--- src/rtl/instruction_fetch_unit_pkg.sv ---
// -----------------------------------------------------------------------------
// instruction_fetch_unit_pkg
// Shared definitions for the instruction fetch unit:
//   - fetch_state_e : binary-encoded fetch FSM states (IDLE/ADDR/READ/HOLD)
//   - DEF_ADDR_W    : default program memory address width
//   - DEF_DATA_W    : default instruction/memory word width
//   - RESET_PC      : program counter value after reset
// -----------------------------------------------------------------------------
package instruction_fetch_unit_pkg;

  typedef enum logic [1:0] {
    ST_IDLE = 2'd0,
    ST_ADDR = 2'd1,
    ST_READ = 2'd2,
    ST_HOLD = 2'd3
  } fetch_state_e;

  localparam int unsigned DEF_ADDR_W = 32'd4;
  localparam int unsigned DEF_DATA_W = 32'd16;
  localparam int unsigned RESET_PC   = 32'd0;

endpackage

--- src/rtl/instruction_fetch_unit_program_counter.sv ---
// -----------------------------------------------------------------------------
// program_counter
// Program counter register with load and increment. Load has priority over
// increment; the increment is ADDR_W bits wide and the carry is discarded, so
// the count wraps modulo 2**ADDR_W.
// Ports:
//   clk      in  system clock, rising edge
//   clr      in  asynchronous active-high reset (count -> RESET_PC)
//   inc      in  advance count by one
//   load     in  replace count with load_val
//   load_val in  value to load
//   count    out current count
// -----------------------------------------------------------------------------
module program_counter
  import instruction_fetch_unit_pkg::*;
#(
  parameter int unsigned ADDR_W = DEF_ADDR_W
) (
  input  logic              clk,
  input  logic              clr,
  input  logic              inc,
  input  logic              load,
  input  logic [ADDR_W-1:0] load_val,
  output logic [ADDR_W-1:0] count
);

  logic [ADDR_W-1:0] count_d;
  logic [ADDR_W-1:0] count_q;

  // Next count: load beats increment, otherwise hold.
  always_comb begin
    count_d = count_q;
    if (load) begin
      count_d = load_val;
    end else if (inc) begin
      count_d = count_q + ADDR_W'(1);
    end else begin
      count_d = count_q;
    end
  end

  // Count register.
  always_ff @(posedge clk or posedge clr) begin
    if (clr) begin
      count_q <= ADDR_W'(RESET_PC);
    end else begin
      count_q <= count_d;
    end
  end

  assign count = count_q;

endmodule

--- src/rtl/instruction_fetch_unit.sv ---
// -----------------------------------------------------------------------------
// instruction_fetch_unit
// Fetch stage in front of the program memory. Owns the PC, drives the memory
// address/enable, captures the returned word into an instruction register and
// offers it downstream with a valid/ready handshake. Honours jump redirects
// and halt requests from execute.
// Ports:
//   clk         in  system clock, rising edge
//   clr         in  asynchronous active-high reset
//   run         in  start fetching (sampled in IDLE only)
//   halt        in  stop after the currently offered instruction is accepted
//   jump_en     in  redirect request pulse
//   jump_addr   in  redirect target
//   mem_address out address to program memory (= PC)
//   mem_enable  out program memory read enable (ADDR and READ states)
//   mem_data    in  word from program memory
//   instr       out instruction register
//   instr_valid out instr holds an unconsumed instruction
//   instr_ready in  downstream accepts instr this cycle
//   pc          out current PC (next address to fetch)
//   busy        out FSM not in IDLE
// -----------------------------------------------------------------------------
module instruction_fetch_unit
  import instruction_fetch_unit_pkg::*;
#(
  parameter int unsigned ADDR_W = DEF_ADDR_W,
  parameter int unsigned DATA_W = DEF_DATA_W
) (
  input  logic              clk,
  input  logic              clr,
  input  logic              run,
  input  logic              halt,
  input  logic              jump_en,
  input  logic [ADDR_W-1:0] jump_addr,
  output logic [ADDR_W-1:0] mem_address,
  output logic              mem_enable,
  input  logic [DATA_W-1:0] mem_data,
  output logic [DATA_W-1:0] instr,
  output logic              instr_valid,
  input  logic              instr_ready,
  output logic [ADDR_W-1:0] pc,
  output logic              busy
);

  fetch_state_e      state_q;
  fetch_state_e      state_d;
  logic [DATA_W-1:0] instr_q;
  logic [DATA_W-1:0] instr_d;
  logic              instr_valid_q;
  logic              instr_valid_d;
  logic              halt_pend_q;
  logic              halt_pend_d;
  logic              jump_pend_q;
  logic              jump_pend_d;
  logic [ADDR_W-1:0] jump_tgt_q;
  logic [ADDR_W-1:0] jump_tgt_d;

  logic              enter_addr_s;
  logic              pc_inc_s;
  logic              pc_load_s;
  logic [ADDR_W-1:0] pc_load_val_s;
  logic [ADDR_W-1:0] pc_s;

  // Next-state logic; enter_addr_s flags every edge that lands in ADDR,
  // which is where a pending redirect gets applied.
  always_comb begin
    state_d      = state_q;
    enter_addr_s = 1'b0;
    case (state_q)
      ST_IDLE: begin
        // halt wins over run in IDLE
        if (run && !halt) begin
          state_d      = ST_ADDR;
          enter_addr_s = 1'b1;
        end else begin
          state_d = ST_IDLE;
        end
      end
      ST_ADDR: state_d = ST_READ;
      ST_READ: state_d = ST_HOLD;
      ST_HOLD: begin
        if (instr_ready) begin
          if (halt_pend_q || halt) begin
            state_d = ST_IDLE;
          end else begin
            state_d      = ST_ADDR;
            enter_addr_s = 1'b1;
          end
        end else begin
          state_d = ST_HOLD;
        end
      end
      default: state_d = ST_IDLE;
    endcase
  end

  // Instruction register, valid flag and pending halt/jump bookkeeping.
  always_comb begin
    instr_d       = instr_q;
    instr_valid_d = instr_valid_q;
    halt_pend_d   = halt_pend_q;
    jump_pend_d   = jump_pend_q;
    jump_tgt_d    = jump_tgt_q;

    // mem_data is only meaningful (driven) during READ
    if (state_q == ST_READ) begin
      instr_d       = mem_data;
      instr_valid_d = 1'b1;
    end else if ((state_q == ST_HOLD) && instr_ready) begin
      instr_valid_d = 1'b0;
    end else begin
      instr_valid_d = instr_valid_q;
    end

    case (state_q)
      ST_IDLE: halt_pend_d = 1'b0;
      ST_ADDR,
      ST_READ: begin
        if (halt) begin
          halt_pend_d = 1'b1;
        end else begin
          halt_pend_d = halt_pend_q;
        end
      end
      ST_HOLD: begin
        if (instr_ready) begin
          halt_pend_d = 1'b0;
        end else if (halt) begin
          halt_pend_d = 1'b1;
        end else begin
          halt_pend_d = halt_pend_q;
        end
      end
      default: halt_pend_d = 1'b0;
    endcase

    // A redirect is consumed on entry to ADDR (a same-edge pulse is consumed
    // directly via pc_load_val_s); otherwise the latest pulse is remembered.
    if (enter_addr_s) begin
      jump_pend_d = 1'b0;
    end else if (jump_en) begin
      jump_pend_d = 1'b1;
      jump_tgt_d  = jump_addr;
    end else begin
      jump_pend_d = jump_pend_q;
    end
  end

  assign pc_inc_s      = (state_q == ST_READ);
  assign pc_load_s     = enter_addr_s && (jump_en || jump_pend_q);
  assign pc_load_val_s = jump_en ? jump_addr : jump_tgt_q;

  program_counter #(
    .ADDR_W (ADDR_W)
  ) u_pc (
    .clk      (clk),
    .clr      (clr),
    .inc      (pc_inc_s),
    .load     (pc_load_s),
    .load_val (pc_load_val_s),
    .count    (pc_s)
  );

  // State, instruction and pending-flag registers.
  always_ff @(posedge clk or posedge clr) begin
    if (clr) begin
      state_q       <= ST_IDLE;
      instr_q       <= '0;
      instr_valid_q <= 1'b0;
      halt_pend_q   <= 1'b0;
      jump_pend_q   <= 1'b0;
      jump_tgt_q    <= '0;
    end else begin
      state_q       <= state_d;
      instr_q       <= instr_d;
      instr_valid_q <= instr_valid_d;
      halt_pend_q   <= halt_pend_d;
      jump_pend_q   <= jump_pend_d;
      jump_tgt_q    <= jump_tgt_d;
    end
  end

  assign mem_enable  = (state_q == ST_ADDR) || (state_q == ST_READ);
  assign busy        = (state_q != ST_IDLE);
  assign mem_address = pc_s;
  assign pc          = pc_s;
  assign instr       = instr_q;
  assign instr_valid = instr_valid_q;

endmodule

--- config.mk ---
export PLATFORM = sky130hd
export DESIGN_NAME = instruction_fetch_unit
export DESIGN_NICKNAME = d
export VERILOG_FILES = /design/src/rtl/instruction_fetch_unit_pkg.sv /design/src/rtl/instruction_fetch_unit_program_counter.sv /design/src/rtl/instruction_fetch_unit.sv
export SDC_FILE = /design/constraint.sdc
export NUM_CORES = 1
export LEC_CHECK = 0
export BUFFER_PORTS_ARGS = -buffer_cell sky130_fd_sc_hd__buf_2
export CORE_MARGIN = 5
export CORE_UTILIZATION = 47
export DETAILED_ROUTE_END_ITERATION = 7
export PLACE_DENSITY_LB_ADDON = 0.08
export SLEW_MARGIN = 25
export SYNTH_ARGS = -nofsm -noshare
export SYNTH_HDL_FRONTEND = slang
export SYNTH_SLANG_ARGS = --single-unit
--- constraint.sdc ---
create_clock -name clk -period 2 [get_ports clk]
set_input_delay 0.2 -clock clk [delete_from_list [all_inputs] [get_ports clk]]
set_output_delay 0.2 -clock clk [all_outputs]
set_load 0.01 [all_outputs]
==> reports/metrics.cfg, run 1 <==
[synthesis]
synth-seq-cells = 29
syn_area_per_cell_um2 = 13.2
synth_edf_count = 0
async_reset_ff_frac = 1.00
synth_area_mm2 = 0.00135
ys.flop_type = dfrtp_1
ys_types = 24
synth_warnings = 0
syn_nets = 132
yosysSeqAreaShare = 0.539
synthCells = 102

[clocking]
tritoncts = done
clock-sinks = 29
clockBufferDepth = 2
cts-htree-levels = 2
path_clk_slew_ps = 80
numCtsBuffers = 5
cts_setup_buffers = 0
cts_root_buf = clkbuf_4
clk_latency_ps = 310

[routing]
ant_nets = 0
viasPerCell = 4.99
wl_per_cell_um = 13.8
wirelength_um = 2640
drc_errors = 0
drt_iter0_drc = 27
firstDrtPassIters = 4
vias = 959

[finish]
syn_to_final_growth_pct = 27.2
drive_above_1_share = 0.553
finalInstanceArea_mm2 = 0.00171
antenna_cells = 0
fin_nets = 191
post-route-util = 0.622
n_fill_cell = 231

[critical_path]
path_depth = 4
crit_fanout = 5
cp_data_arrival_time_ps = 1990
crit_required_ps = 2200
rr_endpoint = u_pc.count[2]
cp_cell_sequence = ha_1 -> nand3b_4 -> a2111oi_4 -> mux2_2
critPathLaunch = state_q[1]
cp-endpoint = u_pc.count[2]
timing.rr.start = state_q[1]
ff2ff_setup_slack_ps = 220
startpoint_type = flop
critPathCaptureType = flop
path_class = flop to flop
cp_slowest_cell = a2111oi_4
reg2regPathDepth = 4
crit_family = compound AO/OA/AOI/OAI gates
max_stage_delay_ps = 440
cp_num_buf_inv = 0

[global_routing]
track_usage = 0.150
antenna_found_initial = 0
grt_overflow = 0
grt_first_pass_wirelength_um = 4750
grt_pass1_vias = 1053
grt_start_max_net_pins = 23

[floorplan]
ios = 53
die_h_um = 63.5
die_w_um = 63.5
initial_core_util = 0.489
rows = 19
core_area_mm2 = 0.00276
dieArea_mm2 = 0.00404

[pwr]
ir_drop_uv = 902
design_power_total_uw = 2720
p_leak_uw = 0.000826
p_per_area_mw_per_mm2 = 1590

[sta]
relSlewSlack = 0.759
hold_violations = 0
tightest_slew_ps = 361
min_period_over_period = 0.892
whs_ps = 115
skew_ps = 4.86
rsz0062_at_grt = no
timing.final.crit_period_ps = 1780
fmax_mhz = 561
tns_ps = 0
setup_violations = 0
drv_slew = 0

[min_path]
holdCritPathClass = primary input to flop

[place]
io_buffers = 52
placed_cell_area_mm2 = 0.00165
dp_hpwl_um = 2070
gp_congestion = 0.754

[outcome]
outcome = finished, final reports clean

[flow_run]
drv_cap = 0

## report_power, final
group	leakage (µW)	total (µW)	internal, µW	switching (µW)
Combinational	0.000457	1330	695	632
Sequential	0.000338	1050	871	175
Clock	0.0000314	347	166	181
## state kept, by name, indices dropped and copies added, names as in the netlist
signal       cells
halt_pend_q      1
instr           16
instr_valid      1
jump_pend_q      1
jump_tgt_q       4
state_q          2
u_pc.count       4
## placed cells by master (no fill, tap or decap)
cell type | Yosys | layout
clkbuf_4 | 0 | 5
nand3b_4 | 1 | 1
o22ai_1 | 1 | 1
nor2_1 | 6 | 6
mux2i_1 | 3 | 3
nand4_1 | 1 | 1
buf_2 | 1 | 52
ha_1 | 4 | 4
dfrtp_1 | 29 | 29
xnor2_1 | 3 | 3
nor2b_1 | 1 | 1
a21boi_2 | 0 | 1
mux2_2 | 22 | 22
o211ai_1 | 4 | 4
inv_1 | 4 | 4
and3b_1 | 1 | 1
clkbuf_1 | 0 | 1
buf_4 | 4 | 5
a21o_1 | 1 | 1
clkbuf_8 | 0 | 1
dlygate4sd3_1 | 0 | 1
and2_1 | 3 | 3
o221a_2 | 1 | 1
a21oi_1 | 2 | 2
nand2_1 | 5 | 5
nand2b_1 | 2 | 2
a2111oi_4 | 1 | 1
## Yosys cell counts, types with 2 or more instances
cell type,count,area share
a21oi_1,2,0.0074
and2_1,3,0.014
buf_4,4,0.022
dfrtp_1,29,0.54
ha_1,4,0.037
inv_1,4,0.011
mux2_2,22,0.18
mux2i_1,3,0.022
nand2_1,5,0.014
nand2b_1,2,0.0093
nor2_1,6,0.017
o211ai_1,4,0.022
xnor2_1,3,0.020
## cell families after synthesis
| group | count (synthesis) | share of synthesized area |
|---|---|---|
| XOR/XNOR | 3 | 0.0195 |
| buffers and inverters | 10 | 0.0399 |
| adder cells (fa/ha/maj) | 4 | 0.0371 |
| multiplexers | 25 | 0.206 |
| AO/OA/AOI/OAI | 11 | 0.0743 |
| AND/OR/NAND/NOR | 20 | 0.0845 |
| flip-flops | 29 | 0.539 |
## layout make-up
class / count / area, µm² / area share
clock buffer: 7 / 55.1 / 0.0321
inverter: 4 / 15.0 / 0.00876
multi-input combinational: 63 / 572 / 0.334
sequential: 29 / 726 / 0.423
tap: 31 / 38.8 / 0.0226
timing repair buffer: 58 / 308 / 0.180
## per-layer routing
layer,track usage,vias to the layer above,wire [µm]
met5,0,-,0
met4,0.0623,0,55
met3,0.0675,7,216
met2,0.225,37,1210
met1,0.186,444,1160
li1,-,471,-
## worst min-delay path by stage
stage	cells after the start	slack, ps	to	startpoint
detailed placement	2	150	instr[0]	clr
floorplan	1	280	halt_pend_q	clr
finish	2	110	instr[3]	mem_data[3]
global placement	2	150	instr[1]	clr
global route	2	80	instr[5]	mem_data[5]
CTS	2	100	instr[3]	mem_data[3]
## per-stage QoR
step	instances	setup WS (ps)
final	192	217
after global routing	192	102
after CTS	192	120
after detailed placement	184	144
after global placement	184	242
after floorplan	102	222
## what timing repair did
action                     4_1_cts  5_1_grt
hold endpoints to repair         7        0
setup endpoints to repair        0        1
hold buffers                     1        0
gates resized for setup          0        1
Note: power is estimated with default switching activity, not from simulation.
==> inputs of run 2 (changes only) <==
- CORE_UTILIZATION: 47 -> 51
- clock period: 2 -> 2.2 ns (I/O delays scaled with it)
==> reports/metrics.cfg, run 2 (synthesis gave the netlist of run 1 again) <==
[critical_path]
max_stage_delay_ps = 420
cp_slowest_cell = a21boi_1
cp_data_arrival_time_ps = 2140
startpoint_type = flop
path_class = flop to flop
cp_num_buf_inv = 1
cp_cell_sequence = inv_1 -> ha_1 -> nor2_1 -> a21boi_1 -> mux2_2
crit_fanout = 5
critPathCaptureType = flop
critPathLaunch = state_q[1]
crit_family = compound AO/OA/AOI/OAI gates
timing.rr.start = state_q[1]
crit_required_ps = 2410

[routing]
firstDrtPassIters = 4
viasPerCell = 5.05
wirelength_um = 2700
vias = 954
ant_nets = 0
drc_errors = 0
drt_iter0_drc = 20
wl_per_cell_um = 14.3

[place]
io_buffers = 52
dp_hpwl_um = 2080
gp_congestion = 0.758
pre_cts_ws_ps = 280
dp_cells = 181

[pwr]
p_per_area_mw_per_mm2 = 1460
design_power_total_uw = 2470
p_leak_uw = 0.000815
ir_drop_uv = 832

[finish]
antenna_cells = 0
syn_to_final_growth_pct = 25.7
final_common_cell = buf_2
drive_above_1_share = 0.541
instances_no_fill = 189
final_cell_mix = 52 x buf_2, 29 x dfrtp_1, 22 x mux2_2
largest_reg_flops = 16
fin_nets = 189

[sta]
timing.final.crit_period_ps = 1930
whs_ps = 128
skew_ps = 14.5
fin_ws_ps = 269
setup_violations = 0
rsz0062_at_grt = no
fmax_mhz = 518
tightest_slew_ps = 430
min_period_over_period = 0.878
relSlewSlack = 0.713
drv_slew = 0
hold_violations = 0
tns_ps = 0

[floorplan]
initial_core_util = 0.539
core_area_mm2 = 0.00250
ios = 53
die_h_um = 61.4
dieArea_mm2 = 0.00377
rows = 18
die_w_um = 61.4

[outcome]
outcome = finished, final reports clean

[clocking]
tritoncts = done
numCtsBuffers = 5
cts_root_buf = clkbuf_4
clockBufferDepth = 2
path_clk_slew_ps = 90
post_cts_resized = 0
cts-htree-levels = 2
clk_latency_ps = 320
clock-sinks = 29

[min_path]
hp-start = mem_data[3]
holdCritPathClass = primary input to flop

[global_routing]
antenna_found_initial = 0
grt_overflow = 0
track_usage = 0.169
grt_start_max_net_pins = 30
grt_pass1_vias = 1030
grt_first_pass_wirelength_um = 4570

[flow_run]
drv_cap = 0

-- run 2: cell types whose count changed in the layout (fill, tap and decap cells not counted), sizes merged --
cell  change
buf       -2
-- run 2: metal layers --
metal | global-route usage | wire [µm]
met1 | 0.206 | 1160
met2 | 0.266 | 1280
met3 | 0.0671 | 234
met4 | 0.0727 | 19
met5 | 0 | 0
-- run 2: worst paths after layout --
path                            endpoint  slack, ps  cells after the start
min                             instr[3]        130                      2
max in group asynchronous     state_q[1]       1420                      4
max reg2reg                jump_tgt_q[3]        270                      5
max                        jump_tgt_q[3]        270                      5
min in group asynchronous      instr[13]        500                      4
min reg2reg                  instr_valid        480                      1
-- run 2: cell type report --
class | instances | area (µm²)
flip-flops and latches | 29 | 726
multi-input cells | 63 | 568
well taps | 30 | 37.5
inverters | 4 | 15.0
clock buffers | 7 | 55.1
fillers | 207 | 806
repair buffers | 56 | 293
-- run 2: power by group --
| group | switching [µW] | leakage [µW] | total [µW] | internal (µW) |
|---|---|---|---|---|
| Clock | 170 | 0.0000314 | 321 | 151 |
| Sequential | 156 | 0.000338 | 948 | 792 |
| Combinational | 578 | 0.000446 | 1200 | 620 |
| Total | 904 | 0.000815 | 2470 | 1560 |
-- run 2: metrics by stage --
step	util	area, µm²
after floorplan	-	1350
after global placement	0.652	1630
after detailed placement	0.652	1630
after CTS	0.678	1690
after global routing	0.678	1690
final	0.678	1690
-- run 2: repair_timing --
item,in CTS,in global routing
hold endpoints to repair,29,0
hold buffers,1,0
setup buffers,0,0
